## src/rtl/particle_evt_pkg.sv

```systemverilog
// Shared types and constants for the particle event packer.
// Build option: PARTICLE_EVT_PEAK_POS_EN adds a peak offset field to the
// event record (and the evt_peak_ofs_o port on the top).
package particle_evt_pkg;
  localparam int POS_WIDTH = 24;
  localparam int LEN_WIDTH = 8;
  localparam int PEAK_W    = 16;
`ifdef PARTICLE_EVT_PEAK_POS_EN
  localparam int PEAK_OFS_W = LEN_WIDTH;
`else
  localparam int PEAK_OFS_W = 0;
`endif
  localparam int EVT_W = POS_WIDTH + LEN_WIDTH + PEAK_W + 1 + PEAK_OFS_W;

  typedef enum logic [1:0] {IDLE, RUN, GAP} state_t;

  typedef struct packed {
    logic [POS_WIDTH-1:0] start;
    logic [LEN_WIDTH-1:0] len;
    logic [PEAK_W-1:0]    peak;
    logic                 acc;
`ifdef PARTICLE_EVT_PEAK_POS_EN
    logic [LEN_WIDTH-1:0] peak_ofs;
`endif
  } evt_t;
endpackage

```

## src/rtl/particle_evt_fifo.sv

```systemverilog
// Synchronous first-word-fall-through FIFO.
// Ports: clk_i/rst_i (sync, active-high), push_i/wdata_i write side,
// pop_i/rdata_o read side (rdata_o valid whenever !empty_o), full_o, empty_o.
// A push while full is accepted only if a pop happens in the same cycle.
module particle_evt_fifo #(
  parameter int WIDTH = 8,
  parameter int DEPTH = 16
) (
  input  logic             clk_i,
  input  logic             rst_i,
  input  logic             push_i,
  input  logic [WIDTH-1:0] wdata_i,
  input  logic             pop_i,
  output logic [WIDTH-1:0] rdata_o,
  output logic             full_o,
  output logic             empty_o
);
  localparam int AW = $clog2(DEPTH);

  logic [AW:0]      wr_ptr_q, wr_ptr_d, rd_ptr_q, rd_ptr_d;
  logic [WIDTH-1:0] mem_q [DEPTH];
  logic             do_push, do_pop;

  always_comb begin
    empty_o  = (wr_ptr_q == rd_ptr_q);
    full_o   = (wr_ptr_q[AW] != rd_ptr_q[AW]) &&
               (wr_ptr_q[AW-1:0] == rd_ptr_q[AW-1:0]);
    do_pop   = pop_i & ~empty_o;
    do_push  = push_i & (~full_o | do_pop);
    wr_ptr_d = wr_ptr_q + {{AW{1'b0}}, do_push};
    rd_ptr_d = rd_ptr_q + {{AW{1'b0}}, do_pop};
  end

  assign rdata_o = mem_q[rd_ptr_q[AW-1:0]];

  always_ff @(posedge clk_i) begin
    if (rst_i) begin
      wr_ptr_q <= '0;
      rd_ptr_q <= '0;
    end else begin
      wr_ptr_q <= wr_ptr_d;
      rd_ptr_q <= rd_ptr_d;
    end
  end

  // Storage needs no reset: empty flag masks stale words.
  always_ff @(posedge clk_i) begin
    if (do_push) mem_q[wr_ptr_q[AW-1:0]] <= wdata_i;
  end
endmodule

```

## src/rtl/particle_event_packer.sv

```systemverilog
// Groups confirmed hit samples of the particle filter stream into events and
// queues them on a valid/ready output.
// Ports: clk_i/rst_i (sync, active-high); track_start_i; filter_* sample
// stream; evt_ready_i downstream ready; evt_vld_o/evt_start_o/evt_len_o/
// evt_peak_o/evt_acc_flag_o event record (zero while !evt_vld_o);
// evt_overflow_o sticky drop flag; evt_count_o accepted-event counter.
// Build option: PARTICLE_EVT_PEAK_POS_EN adds evt_peak_ofs_o.
module particle_event_packer
  import particle_evt_pkg::*;
#(
  parameter int GAP_MAX    = 2,
  parameter int MIN_LEN    = 2,
  parameter int FIFO_DEPTH = 16
) (
  input  logic                 clk_i,
  input  logic                 rst_i,
  input  logic                 track_start_i,
  input  logic                 filter_vld_i,
  input  logic                 filter_acc_flag_i,
  input  logic [15:0]          filter_haze_hub_i,
  input  logic                 filter_curr_result_i,
  input  logic                 filter_cache_result_i,
  input  logic                 evt_ready_i,
  output logic                 evt_vld_o,
  output logic [POS_WIDTH-1:0] evt_start_o,
  output logic [LEN_WIDTH-1:0] evt_len_o,
  output logic [15:0]          evt_peak_o,
  output logic                 evt_acc_flag_o,
`ifdef PARTICLE_EVT_PEAK_POS_EN
  output logic [LEN_WIDTH-1:0] evt_peak_ofs_o,
`endif
  output logic                 evt_overflow_o,
  output logic [15:0]          evt_count_o
);
  localparam int GAP_W = (GAP_MAX < 1) ? 1 : $clog2(GAP_MAX + 1);
  localparam logic [LEN_WIDTH-1:0] LEN_MAX = '1;

  state_t               state_q, state_d;
  // cur_q.len holds the length up to the last hit; run_len_q counts every
  // valid sample since the event start, gaps included.
  evt_t                 cur_q, cur_d, close_rec, push_rec_q, push_rec_d, head;
  logic [LEN_WIDTH-1:0] run_len_q, run_len_d, run_len_inc;
  logic [GAP_W-1:0]     gap_q, gap_d;
  logic [POS_WIDTH-1:0] pos_q, pos_d, pos_cur;
  logic                 push_q, push_d, close, hit;
  logic                 ovf_q, ovf_d;
  logic [15:0]          cnt_q, cnt_d;
  logic                 full, empty, pop, push_ok;

  always_comb begin
    hit         = filter_vld_i & filter_curr_result_i & filter_cache_result_i;
    pos_cur     = track_start_i ? '0 : pos_q;
    pos_d       = filter_vld_i ? pos_cur + 1'b1 : pos_cur;
    state_d     = state_q;
    cur_d       = cur_q;
    run_len_d   = run_len_q;
    run_len_inc = run_len_q + 1'b1;
    gap_d       = gap_q;
    close       = 1'b0;
    close_rec   = cur_q;

    // New track: flush the open event before looking at this sample.
    if (track_start_i && state_q != IDLE) begin
      close   = 1'b1;
      state_d = IDLE;
    end

    if (filter_vld_i) begin
      if (state_q == IDLE || track_start_i) begin
        if (hit) begin
          cur_d.start = pos_cur;
          cur_d.len   = LEN_WIDTH'(1);
          cur_d.peak  = filter_haze_hub_i;
          cur_d.acc   = filter_acc_flag_i;
`ifdef PARTICLE_EVT_PEAK_POS_EN
          cur_d.peak_ofs = '0;
`endif
          run_len_d   = LEN_WIDTH'(1);
          gap_d       = '0;
          state_d     = RUN;
        end
      end else begin
        run_len_d = run_len_inc;
        if (hit) begin
          cur_d.len = run_len_inc;
          cur_d.acc = cur_q.acc | filter_acc_flag_i;
          // Strict compare keeps the first occurrence of the peak.
          if (filter_haze_hub_i > cur_q.peak) begin
            cur_d.peak = filter_haze_hub_i;
`ifdef PARTICLE_EVT_PEAK_POS_EN
            cur_d.peak_ofs = run_len_q;
`endif
          end
          gap_d   = '0;
          state_d = RUN;
        end else if (state_q == RUN) begin
          if (GAP_MAX == 0) begin
            close   = 1'b1;
            state_d = IDLE;
          end else begin
            gap_d   = GAP_W'(1);
            state_d = GAP;
          end
        end else if (gap_q == GAP_W'(GAP_MAX)) begin
          close   = 1'b1;
          state_d = IDLE;
        end else begin
          gap_d = gap_q + 1'b1;
        end
        if (run_len_inc == LEN_MAX) begin
          close   = 1'b1;
          state_d = IDLE;
        end
        close_rec = cur_d;
      end
    end

    push_d     = close && (close_rec.len >= LEN_WIDTH'(MIN_LEN));
    push_rec_d = close_rec;
  end

  always_comb begin
    pop     = ~empty & evt_ready_i;
    push_ok = push_q & (~full | pop);
    ovf_d   = ovf_q | (push_q & full & ~pop);
    cnt_d   = cnt_q + {15'd0, push_ok};
  end

  always_ff @(posedge clk_i) begin
    if (rst_i) begin
      state_q    <= IDLE;
      cur_q      <= '0;
      run_len_q  <= '0;
      gap_q      <= '0;
      pos_q      <= '0;
      push_q     <= 1'b0;
      push_rec_q <= '0;
      ovf_q      <= 1'b0;
      cnt_q      <= '0;
    end else begin
      state_q    <= state_d;
      cur_q      <= cur_d;
      run_len_q  <= run_len_d;
      gap_q      <= gap_d;
      pos_q      <= pos_d;
      push_q     <= push_d;
      push_rec_q <= push_rec_d;
      ovf_q      <= ovf_d;
      cnt_q      <= cnt_d;
    end
  end

  particle_evt_fifo #(.WIDTH(EVT_W), .DEPTH(FIFO_DEPTH)) u_fifo (
    .clk_i   (clk_i),
    .rst_i   (rst_i),
    .push_i  (push_ok),
    .wdata_i (push_rec_q),
    .pop_i   (pop),
    .rdata_o (head),
    .full_o  (full),
    .empty_o (empty)
  );

  assign evt_vld_o      = ~empty;
  assign evt_start_o    = evt_vld_o ? head.start : '0;
  assign evt_len_o      = evt_vld_o ? head.len   : '0;
  assign evt_peak_o     = evt_vld_o ? head.peak  : '0;
  assign evt_acc_flag_o = evt_vld_o & head.acc;
`ifdef PARTICLE_EVT_PEAK_POS_EN
  assign evt_peak_ofs_o = evt_vld_o ? head.peak_ofs : '0;
`endif
  assign evt_overflow_o = ovf_q;
  assign evt_count_o    = cnt_q;
endmodule

```

## config.mk

```make
export PLATFORM = sky130hd
export DESIGN_NAME = particle_event_packer
export DESIGN_NICKNAME = d
export VERILOG_FILES = /design/src/rtl/particle_evt_pkg.sv /design/src/rtl/particle_evt_fifo.sv /design/src/rtl/particle_event_packer.sv
export SDC_FILE = /design/constraint.sdc
export NUM_CORES = 1
export LEC_CHECK = 0
export BUFFER_PORTS_ARGS = -buffer_cell sky130_fd_sc_hd__buf_4
export CAP_MARGIN = 10
export CORE_ASPECT_RATIO = 1.75
export CORE_MARGIN = 2
export CORE_UTILIZATION = 30
export DETAILED_ROUTE_END_ITERATION = 8
export PLACE_DENSITY_LB_ADDON = 0.12
export REMOVE_ABC_BUFFERS = 1
export SETUP_SLACK_MARGIN = 0.3
export SYNTH_ARGS = -nofsm -noshare
export SYNTH_HDL_FRONTEND = slang
export SYNTH_SLANG_ARGS = --single-unit
```

## constraint.sdc

```tcl
create_clock -name clk_i -period 5.4 [get_ports clk_i]
set_clock_uncertainty 0.2 [all_clocks]
set_input_delay 0.27 -clock clk_i [delete_from_list [all_inputs] [get_ports clk_i]]
set_output_delay 0.27 -clock clk_i [all_outputs]
set_load 0.01 [all_outputs]
```

Word-level counts from Yosys, hierarchy flattened. Memory sizes are Yosys's and may differ from the RTL's. A register that Yosys moved wholly into a read port is not among the register bits. Index checks and enable logic that the tools add are counted.

Register bits: 162. Memory bits (writable): 784. Bits of input ports: 24. Word-level logic and storage cells: 95. Memories kept: 1.

Memory list: u_fifo.mem_q (words 16, width 49, rd ports 1, clocked after Yosys merged registers in 1, write ports 1, RTL line particle_evt_fifo.sv:21) `logic [WIDTH-1:0] mem_q [DEPTH];`.

$add $sub $neg: 6. Magnitude comparators: 2. Eq/ne operators: 8. Multiplexer cells: 36. Bitwise logic cells: 16. Reductions and logical operators: 9.

Operator list (count): 25-bit 2-to-1 mux (5); 24-bit 2-to-1 mux (3); 16-bit 2-to-1 mux (2); 2-bit 2-to-1 mux (13); 24-bit by 1-bit adder with 24-bit output, second input constant (1); 8-bit 2-to-1 mux (3); 16-bit by 1-bit adder with 16-bit output (1); 16-bit greater-than comparator (1); 5-bit by 1-bit adder with 5-bit output (2); 1-bit bitwise AND (9); 1-bit 2-to-1 mux (9); 8-bit by 1-bit adder with 8-bit output, second input constant (1); 8-bit equality test, second input constant (1); 8-bit by 2-bit greater-or-equal comparator with 1-bit output, second input constant (1); 3-bit AND reduction (2); 5-bit equality test (1); 4-bit equality test (1); 4-bit 2-to-1 mux (1); 1-bit bitwise OR (4); 1-bit logical AND (3); 3-bit inequality test, second input constant (1); 1-bit inverter (3); 2-bit by 1-bit adder with 2-bit output, second input constant (1); 2-bit by 1-bit equality test with 1-bit output, second input constant (1); other kinds (7) (7).

Logic depth before layout (Yosys ltp). Gate-level depths: netlist of run 1.

Depth after elaboration: 10. Gate-level depth with buffers: 14. Gate-level depth less buffers: 12.

Cells and area by module. A second synthesis of run 1 with hierarchy kept.

Cell total of the unflattened synthesis: 2190. Area, all modules: 37549.8 sq um.

Modules (own cells, without submodules): particle_evt_fifo (times used 1, cells each 1387, area an instance 30588.1 sq um, seq. area each 23742.8 sq um); particle_event_packer (times used 1, cells each 803, area an instance 6961.7 sq um, seq. area each 3042.9 sq um).

Worst setup path before layout of run 1. Ideal clock, no wire load.

Path kind: register -> register. From: register u_fifo.rd_ptr_q[1]. To: memory u_fifo.mem_q[0][0] (netlist name), enable pin. Setup time: 0.516 ns. Arrival time: 4.825 ns. Required time: 4.684 ns. Path slack: -0.141 ns. Stages on the path, launching flop included: 9. Period minus slack after synthesis: 5.541 ns. Path through: dfxtp_1 buf_2 xnor2_1 nand4_1 or3_1 and2_1 clkbuf_1 or3b_1 nor3_1.

Cells in the longest elaborated chain, start to end: 8. Elaborated cells on any way between the ends: 13. Those cells by class: eq/ne: 2; mux: 2; bitwise: 8; reduce/logical: 1.

Ends and longest elaborated chain: start: declaration (RTL line particle_evt_fifo.sv:20) `logic [AW:0] wr_ptr_q, wr_ptr_d, rd_ptr_q, rd_ptr_d;`; start signal: assignment (RTL line particle_evt_fifo.sv:42) `rd_ptr_q <= rd_ptr_d;`; 5-bit equality test or 4-bit equality test (tied branches) (RTL line particle_evt_fifo.sv:25, particle_evt_fifo.sv:27); 1-bit inverter or 1-bit logical AND (tied branches) (RTL line particle_evt_fifo.sv:28, particle_event_packer.sv:123, particle_evt_fifo.sv:26); 1-bit bitwise AND or 1-bit inverter (tied branches) (RTL line particle_event_packer.sv:123, particle_evt_fifo.sv:29, particle_event_packer.sv:124); 1-bit bitwise OR or 1-bit bitwise AND (tied branches) (RTL line particle_event_packer.sv:124, particle_evt_fifo.sv:28); 1-bit bitwise AND or 1-bit bitwise OR (tied branches) (RTL line particle_event_packer.sv:124, particle_evt_fifo.sv:29); 1-bit bitwise AND * (RTL line particle_evt_fifo.sv:29) `do_push = push_i & (~full_o | do_pop);`; 1-bit 2-to-1 mux * (RTL line particle_evt_fifo.sv:48) `if (do_push) mem_q[wr_ptr_q[AW-1:0]] <= wdata_i;`; 1-bit 2-to-1 mux (implied by the code) * (RTL line particle_evt_fifo.sv:48); end: declaration (RTL line particle_evt_fifo.sv:21).

Every way passes the cells marked *; elsewhere a longest branch is shown, timed or not.

Worst setup path in the final report of run 1.
From: register u_fifo.rd_ptr_q[0]. To: output port evt_peak_o[8].

Cells in the longest elaborated chain, start to end: 2.

Ends and longest elaborated chain: 5-bit equality test (RTL line particle_evt_fifo.sv:25) `empty_o = (wr_ptr_q == rd_ptr_q);`; 16-bit 2-to-1 mux (RTL line particle_event_packer.sv:167) `assign evt_peak_o = evt_vld_o ? head.peak : '0;`; end: declaration (RTL line particle_event_packer.sv:27) `output logic [15:0] evt_peak_o,`.

No other way between the ends.

==> flow_summary.yaml, run 1 <==
placed_design:
  place_hpwl_um: 54530
  gp_congestion: 0.7513
  port_buffers: 90
  dp.cells: 3629
setup_path:
  critPathMaxFanout: 37
  startpoint: "u_fifo.rd_ptr_q[0]$_SDFF_PP0_"
  path_delay_family: "multiplexers"
  cp_cell_sequence: "buf_4, mux4_2, mux4_2, nor2b_1, buf_4"
  end_kind: "output pin"
  required_ns: 4.93
  r2r_start: "u_fifo.rd_ptr_q[0]$_SDFF_PP0_"
  arrival_ns: 3.80
  cp-start-kind: "register"
  critPathKind: "register to output pin"
  crit_buf_inv: 2
  cpMaxStageDelayCell: "dfxtp_4"
  critPathMaxStageDelay_ns: 0.84
finish:
  final_cells: 3821
  drive_above_1_share_pct: 24.77
  area_delta_synth_final_pct: 16.45
  final_util_pct: 35.10
  layout_commonest_cell: "edfxtp_1"
  mostFrequentLayoutCells: "784 x edfxtp_1, 245 x mux4_2, 158 x dfxtp_1, 127 x buf_4, 95 x nor2b_1"
  fill_cells: 11440
  layout.nets: 2159
sta:
  worst_pin_slew_ns: 1.098
  period_needed_ns: 4.269
  setup_viol: 0
  finalHoldViolCount: 0
  grt_setup_unrepaired: "no"
  setup_tns_ns: 0
  holdWs_ns: 0.2414
  max_freq_ghz: 0.2343
  min_period_over_period_pct: 79.05
  slew_violations: 0
  relSlewSlack_pct: 26.67
synthesis:
  synth-async-reset-ratio_pct: 0
  synth_edf_count: 784
  syn_inst: 1968
  synth-seq-cells: 946
  yosysSeqAreaShare_pct: 72.66
  ys_warn_count: 0
  synth_area_um2: 36870
  synth_ff_type: "edfxtp_1"
  synth_cell_types: 57
  syn_area_per_cell_um2: 18.73
detailed_routing:
  wl_per_cell_um: 25.18
  drtIter0Drc: 1270
  drtPass1Iterations: 5
  vias: 18450
  ant_nets: 0
  viasPerCell: 4.829
  drc: 0
  wirelength_um: 96220
cts:
  ctsResizeCount: 0
  cts_tree: "yes"
  clock-root-buffer: "clkbuf_16"
  cts_max_level: 3
  clock_latency_ns: 0.67
  cts_sinks: 946
  path_clk_slew_ns: 0.07
  cts_buffer_depth: 3
  cts_buffers: 88
  post_cts_buffers: 0
floorplan:
  dieArea_um2: 125800
  core_um2: 122300
  fp-row-count: 170
  initial_core_util_pct: 30.14
  die_w_um: 269.0
  die_height_um: 467.7
  io_pins: 91
global_routing:
  grt_antenna_before_repair: 6
  overflow: 0
  grt_pass1_vias: 20020
  grt_max_degree: 141
  grt_use_total_pct: 15.50
  grt_pass1_wl_um: 139700
power_and_ir_drop:
  p_int_uw: 11640
  ir_drop_mv: 0.2273
  total_leakage_power_uw: 0.01440
  p_sw_share_pct: 19.64
  total_power_uw: 14480
  power.switching_uw: 2844
  seqPwrFrac_pct: 54.1
  pwr-share-clk_pct: 44.9
  power.density_nw_per_um2: 337.3
  p_comb_share_pct: 1.0
run_status:
  outcome: "complete, no violations"
job:
  max_cap_viol_count: 0
worst_hold_path:
  hold_path_class: "input port to register"
  hp-start: "filter_haze_hub_i[0]"
## sequential cells by signal, summed over array words and instances, names as in the netlist, 2 cells and up
register         cells
u_fifo.mem_q       784
pos_q               24
cur_q               49
u_fifo.rd_ptr_q      5
gap_q                2
u_fifo.wr_ptr_q      5
push_rec_q          49
evt_count_o         16
run_len_q            8
state_q              2
## worst paths after layout
path | endpoint | slack [ns] | cells after the start
setup / recovery | evt_peak_o[8] | 1.13 | 5
hold / removal | cur_q[1]$_SDFFE_PP0P_ | 0.24 | 4
setup reg to reg | u_fifo.mem_q[0][26]$_DFFE_PP_ | 1.62 | 7
hold reg to reg | cur_q[33]$_SDFFE_PP0P_ | 0.25 | 2
## per-stage QoR
step | area, um^2 | setup slack, ns
2_1_floorplan | 36350 | -7.693
3_3_place_gp | 39680 | 1.559
3_5_place_dp | 39680 | 1.522
4_1_cts | 42920 | 0.9108
5_1_grt | 42930 | 0.8341
6_report | 42930 | 1.131
## power by group through the flow
stage | combinational, uW | sequential, uW | clock (uW)
CTS | 153 | 7830 | 6710
global route | 168 | 7830 | 6960
finish | 150 | 7830 | 6500
floorplan | 64.4 | 7980 | 0
global placement | 136 | 7990 | 0
detailed placement | 138 | 7990 | 0
## worst register-to-register path: stages, from the launching register on
cell and delay [ns]:
dfxtp_4 0.84, xnor2_1 0.19, nand4_1 0.19, or3_1 0.18
and2_1 0.25, or3b_1 0.53, nor3_2 0.21, buf_4 0.76
## what timing repair did
item,in CTS,in global routing
setup endpoints to repair,0,0
hold buffers,24,0
hold endpoints to repair,70,0
## kinds of logic after synthesis
| logic type | count (synthesis) | share of synthesized area (%) |
|---|---|---|
| XOR/XNOR | 50 | 1.188 |
| multiplexers | 268 | 15.59 |
| flip-flops | 946 | 72.66 |
| AND/OR/NAND/NOR | 424 | 6.061 |
| AO/OA/AOI/OAI | 121 | 1.979 |
| buffers and inverters | 133 | 1.639 |
| adder cells (fa/ha/maj) | 26 | 0.8824 |
## cell usage after synthesis, types with 2 or more instances
master / count / area [um^2]
buf_4: 10 / 75.07
and2_1: 5 / 31.28
o21bai_1: 2 / 15.01
nand2b_1: 29 / 181.4
a41oi_1: 2 / 17.52
nand3b_1: 9 / 67.56
a211oi_1: 6 / 45.04
nor2_1: 101 / 379.1
a21o_1: 2 / 15.01
a311oi_1: 2 / 17.52
clkbuf_1: 67 / 251.5
buf_6: 6 / 67.56
mux4_2: 245 / 5518
nor3_1: 13 / 65.06
nor4_2: 2 / 25.02
nor4_1: 4 / 25.02
buf_2: 17 / 85.08
nand3_1: 28 / 140.1
dfxtp_1: 162 / 3243
nand4_1: 25 / 156.4
buf_1: 9 / 33.78
o31a_1: 8 / 70.07
or4_1: 2 / 15.01
or3_1: 5 / 31.28
a21oi_1: 61 / 305.3
ha_1: 26 / 325.3
a22oi_1: 4 / 30.03
and4b_1: 3 / 30.03
and3_1: 13 / 81.33
mux2i_1: 22 / 220.2
o211ai_1: 2 / 15.01
and4_1: 2 / 17.52
xor2_1: 21 / 183.9
nand2_1: 77 / 289.0
nand4b_1: 2 / 17.52
nor2b_1: 96 / 600.6
inv_1: 23 / 86.33
edfxtp_1: 784 / 23540
a31oi_1: 9 / 56.30
xnor2_1: 29 / 254.0
o21ai_0: 17 / 85.08
## final cells by class
type / count / area, um^2 / area share [%]
clock inverters: 42 / 503.0 / 1.172
inverters: 23 / 86.33 / 0.2011
clock buffers: 123 / 2500 / 5.823
repair buffers: 161 / 1394 / 3.247
diodes: 3 / 7.507 / 0.01749
multi-input cells: 889 / 9594 / 22.35
well taps: 1634 / 2044 / 4.762
flip-flops and latches: 946 / 26800 / 62.43
## per-layer routing
metal	vias to the layer above	GRT usage, %	share of wire [%]
met5	-	0	0
met3	97	2.344	3.5
met2	364	28.55	54
met4	0	3.763	1.7
met1	9919	18.79	41
li1	8072	-	-
(Power assumes the default switching activity.)
==> run 2, diff against run 1 <==
- ABC_AREA: unset -> 1
- clock period: 5.4 -> 4 ns (I/O delays scaled with it)
==> flow_summary.yaml, run 2 <==
setup_path:
  arrival_ns: 3.19
  required_ns: 3.60
  cpMaxStageDelayCell: "buf_4"
  end_kind: "output pin"
  cp_cell_sequence: "inv_12, buf_4, nor2_1, o32ai_1, a22o_1, inv_1, a21oi_1, buf_4"
  cp-start-kind: "register"
  critPathMaxFanout: 101
  critPathMaxStageDelay_ns: 0.50
  crit_buf_inv: 4
  cp_common_cell: "buf_4"
  critPathKind: "register to output pin"
  path_delay_family: "buffers and inverters"
cts:
  clock-root-buffer: "clkbuf_16"
  clock_latency_ns: 0.69
  cts_max_level: 3
  post_cts_buffers: 0
  cts_tree: "yes"
  path_clk_slew_ns: 0.07
  cts_sinks: 946
  cts_buffer_depth: 3
  cts_buffers: 89
finish:
  fill_cells: 12240
  layout_commonest_cell: "edfxtp_1"
  layout.nets: 3206
  final_util_pct: 34.99
  mostFrequentLayoutCells: "784 x edfxtp_1, 531 x nor2_1, 276 x o21ai_0, 236 x nand2_1, 160 x inv_1"
  final_area_um2: 43900
  drive_above_1_share_pct: 10.72
  largest_register_ffs: 784
  area_delta_synth_final_pct: 15.66
sta:
  max_freq_ghz: 0.2785
  worst_pin_slew_ns: 0.7752
  slew_violations: 0
  min_period_over_period_pct: 89.78
  relSlewSlack_pct: 48.25
  period_needed_ns: 3.591
  finalHoldViolCount: 0
  grt_setup_unrepaired: "yes"
  setup_viol: 0
global_routing:
  overflow: 0
  grt_use_total_pct: 17.26
  grt_antenna_before_repair: 13
  grt_pass1_vias: 24740
  grt_max_degree: 171
  grt_pass1_wl_um: 165500
synthesis:
  synth_cell_types: 48
  ys_warn_count: 0
  synth_area_um2: 37960
  synth-async-reset-ratio_pct: 0
  yosysSeqAreaShare_pct: 70.56
  synth_commonest_cells: "784 x edfxtp_1, 549 x nor2_1, 276 x o21ai_0, 236 x nand2_1, 162 x dfxtp_1"
  synth_ff_type: "edfxtp_1"
  yosysTopAreaCellShare_pct: 62.02
  synth_edf_count: 784
  synth-seq-cells: 946
  syn_area_per_cell_um2: 12.32
  ys_top_cells_by_area: "edfxtp_1 62%, dfxtp_1 8.5%, nor2_1 5.4%, o21ai_0 3.6%, mux2i_1 2.3%"
  syn_inst: 3082
  yosysMostFrequentCell: "edfxtp_1"
  synth.largest_area_cell: "edfxtp_1"
placed_design:
  place_hpwl_um: 64660
  post_dp_cell_area_um2: 40630
  port_buffers: 90
  gp_congestion: 0.7853
detailed_routing:
  drc: 0
  wl_per_cell_um: 23.21
  wirelength_um: 113400
  vias: 24610
  drtPass1Iterations: 5
  drtIter0Drc: 1811
  viasPerCell: 5.038
  ant_nets: 0
power_and_ir_drop:
  total_power_uw: 19750
  power.density_nw_per_um2: 449.8
  ir_drop_mv: 0.2811
  total_leakage_power_uw: 0.01418
floorplan:
  fp-row-count: 172
  die_w_um: 272.9
  io_pins: 91
  dieArea_um2: 129500
  initial_core_util_pct: 30.25
  core_um2: 125500
  die_height_um: 474.6
worst_hold_path:
  hold_path_class: "input port to register"
job:
  max_cap_viol_count: 0
run_status:
  outcome: "complete, no violations"
-- run 2: cell types whose count changed in the layout (fill, tap and decap cells not counted), moves of 30 or more --
cell      change
nand2_1     +159
nor2_1      +442
mux2i_1      +67
nand3_1      +68
a31oi_1      +30
o221ai_1     +68
o211ai_1     +42
o32ai_1      +98
nor2b_1      -95
o21ai_0     +259
a21oi_1      +66
mux4_2      -245
inv_1       +136
-- run 2: metal layers --
layer	GRT usage, %	wire length (um)
met1	21.31	47740
met2	30.88	57950
met3	2.894	5108
met4	4.633	2551
met5	0	37
-- run 2: cells by family (layout without fill, tap and decap cells) --
| group | Yosys count | in the layout | synth area share [%] |
|---|---|---|---|
| fa+ha+maj | 26 | 26 | 0.8570 |
| simple gates | 935 | 935 | 10.02 |
| buf+inv | 370 | 517 | 4.302 |
| mux | 89 | 89 | 2.347 |
| xor+xnor | 12 | 12 | 0.2769 |
| compound gates | 704 | 704 | 11.64 |
| flops | 946 | 946 | 70.56 |
| other cells | 0 | 3 | 0 |
-- run 2: what timing repair did --
item                       CTS  global route
gates cloned                 0             1
hold buffers                24             0
gates resized for setup      8             2
setup endpoints to repair   22             3
hold endpoints to repair   119             0
-- run 2: cell type report --
type | instances | area, um^2 | area share (%)
inverter | 175 | 680.7 | 1.550
sequential | 946 | 26800 | 61.04
timing repair buffer | 178 | 1714 | 3.904
tap | 1653 | 2068 | 4.711
multi-input combinational | 1766 | 9682 | 22.05
clock inverter | 47 | 530.5 | 1.208
clock buffer | 117 | 2424 | 5.520
antenna | 3 | 7.507 | 0.01710
-- run 2: final timing paths --
kind | to | start | slack (ns) | depth (start not counted)
setup / recovery | evt_len_o[6] | u_fifo.rd_ptr_q[0]$_SDFF_PP0_ | 0.41 | 8
hold / removal | cur_q[9]$_SDFFE_PP0P_ | filter_haze_hub_i[8] | 0.19 | 4
setup reg to reg | evt_count_o[10]$_SDFF_PP0_ | u_fifo.rd_ptr_q[2]$_SDFF_PP0_ | 0.83 | 17
hold reg to reg | push_rec_q[48]$_SDFF_PP0_ | cur_q[48]$_SDFFE_PP0P_ | 0.20 | 2
-- run 2: stage by stage --
step                      worst slack, ns  std cells  setup TNS (ns)  hold WS, ns
after global routing               0.2036       4883               0       0.1689
after global placement             0.6514       4693               0       0.2094
after floorplan                    -11.71       2887        -6502.77      0.06907
after CTS                          0.2661       4881               0       0.1183
final                              0.4089       4885               0       0.1870
after detailed placement           0.8491       4693               0       0.2106
-- run 2: power by group --
group	leakage (uW)	switching, uW	internal [uW]
clock	0.00142	3750	4980
combinational	0.00421	210	108
sequential	0.00855	86.1	10600
-- run 2: worst reg2reg max path, delay by kind of cell, from the launching register on --
kind,cells,cell delay (ns)
buf+inv,2,0.17
flops,1,0.68
simple gates,10,1.22
fa+ha+maj,2,0.38
compound gates,2,0.26
xor+xnor,1,0.14
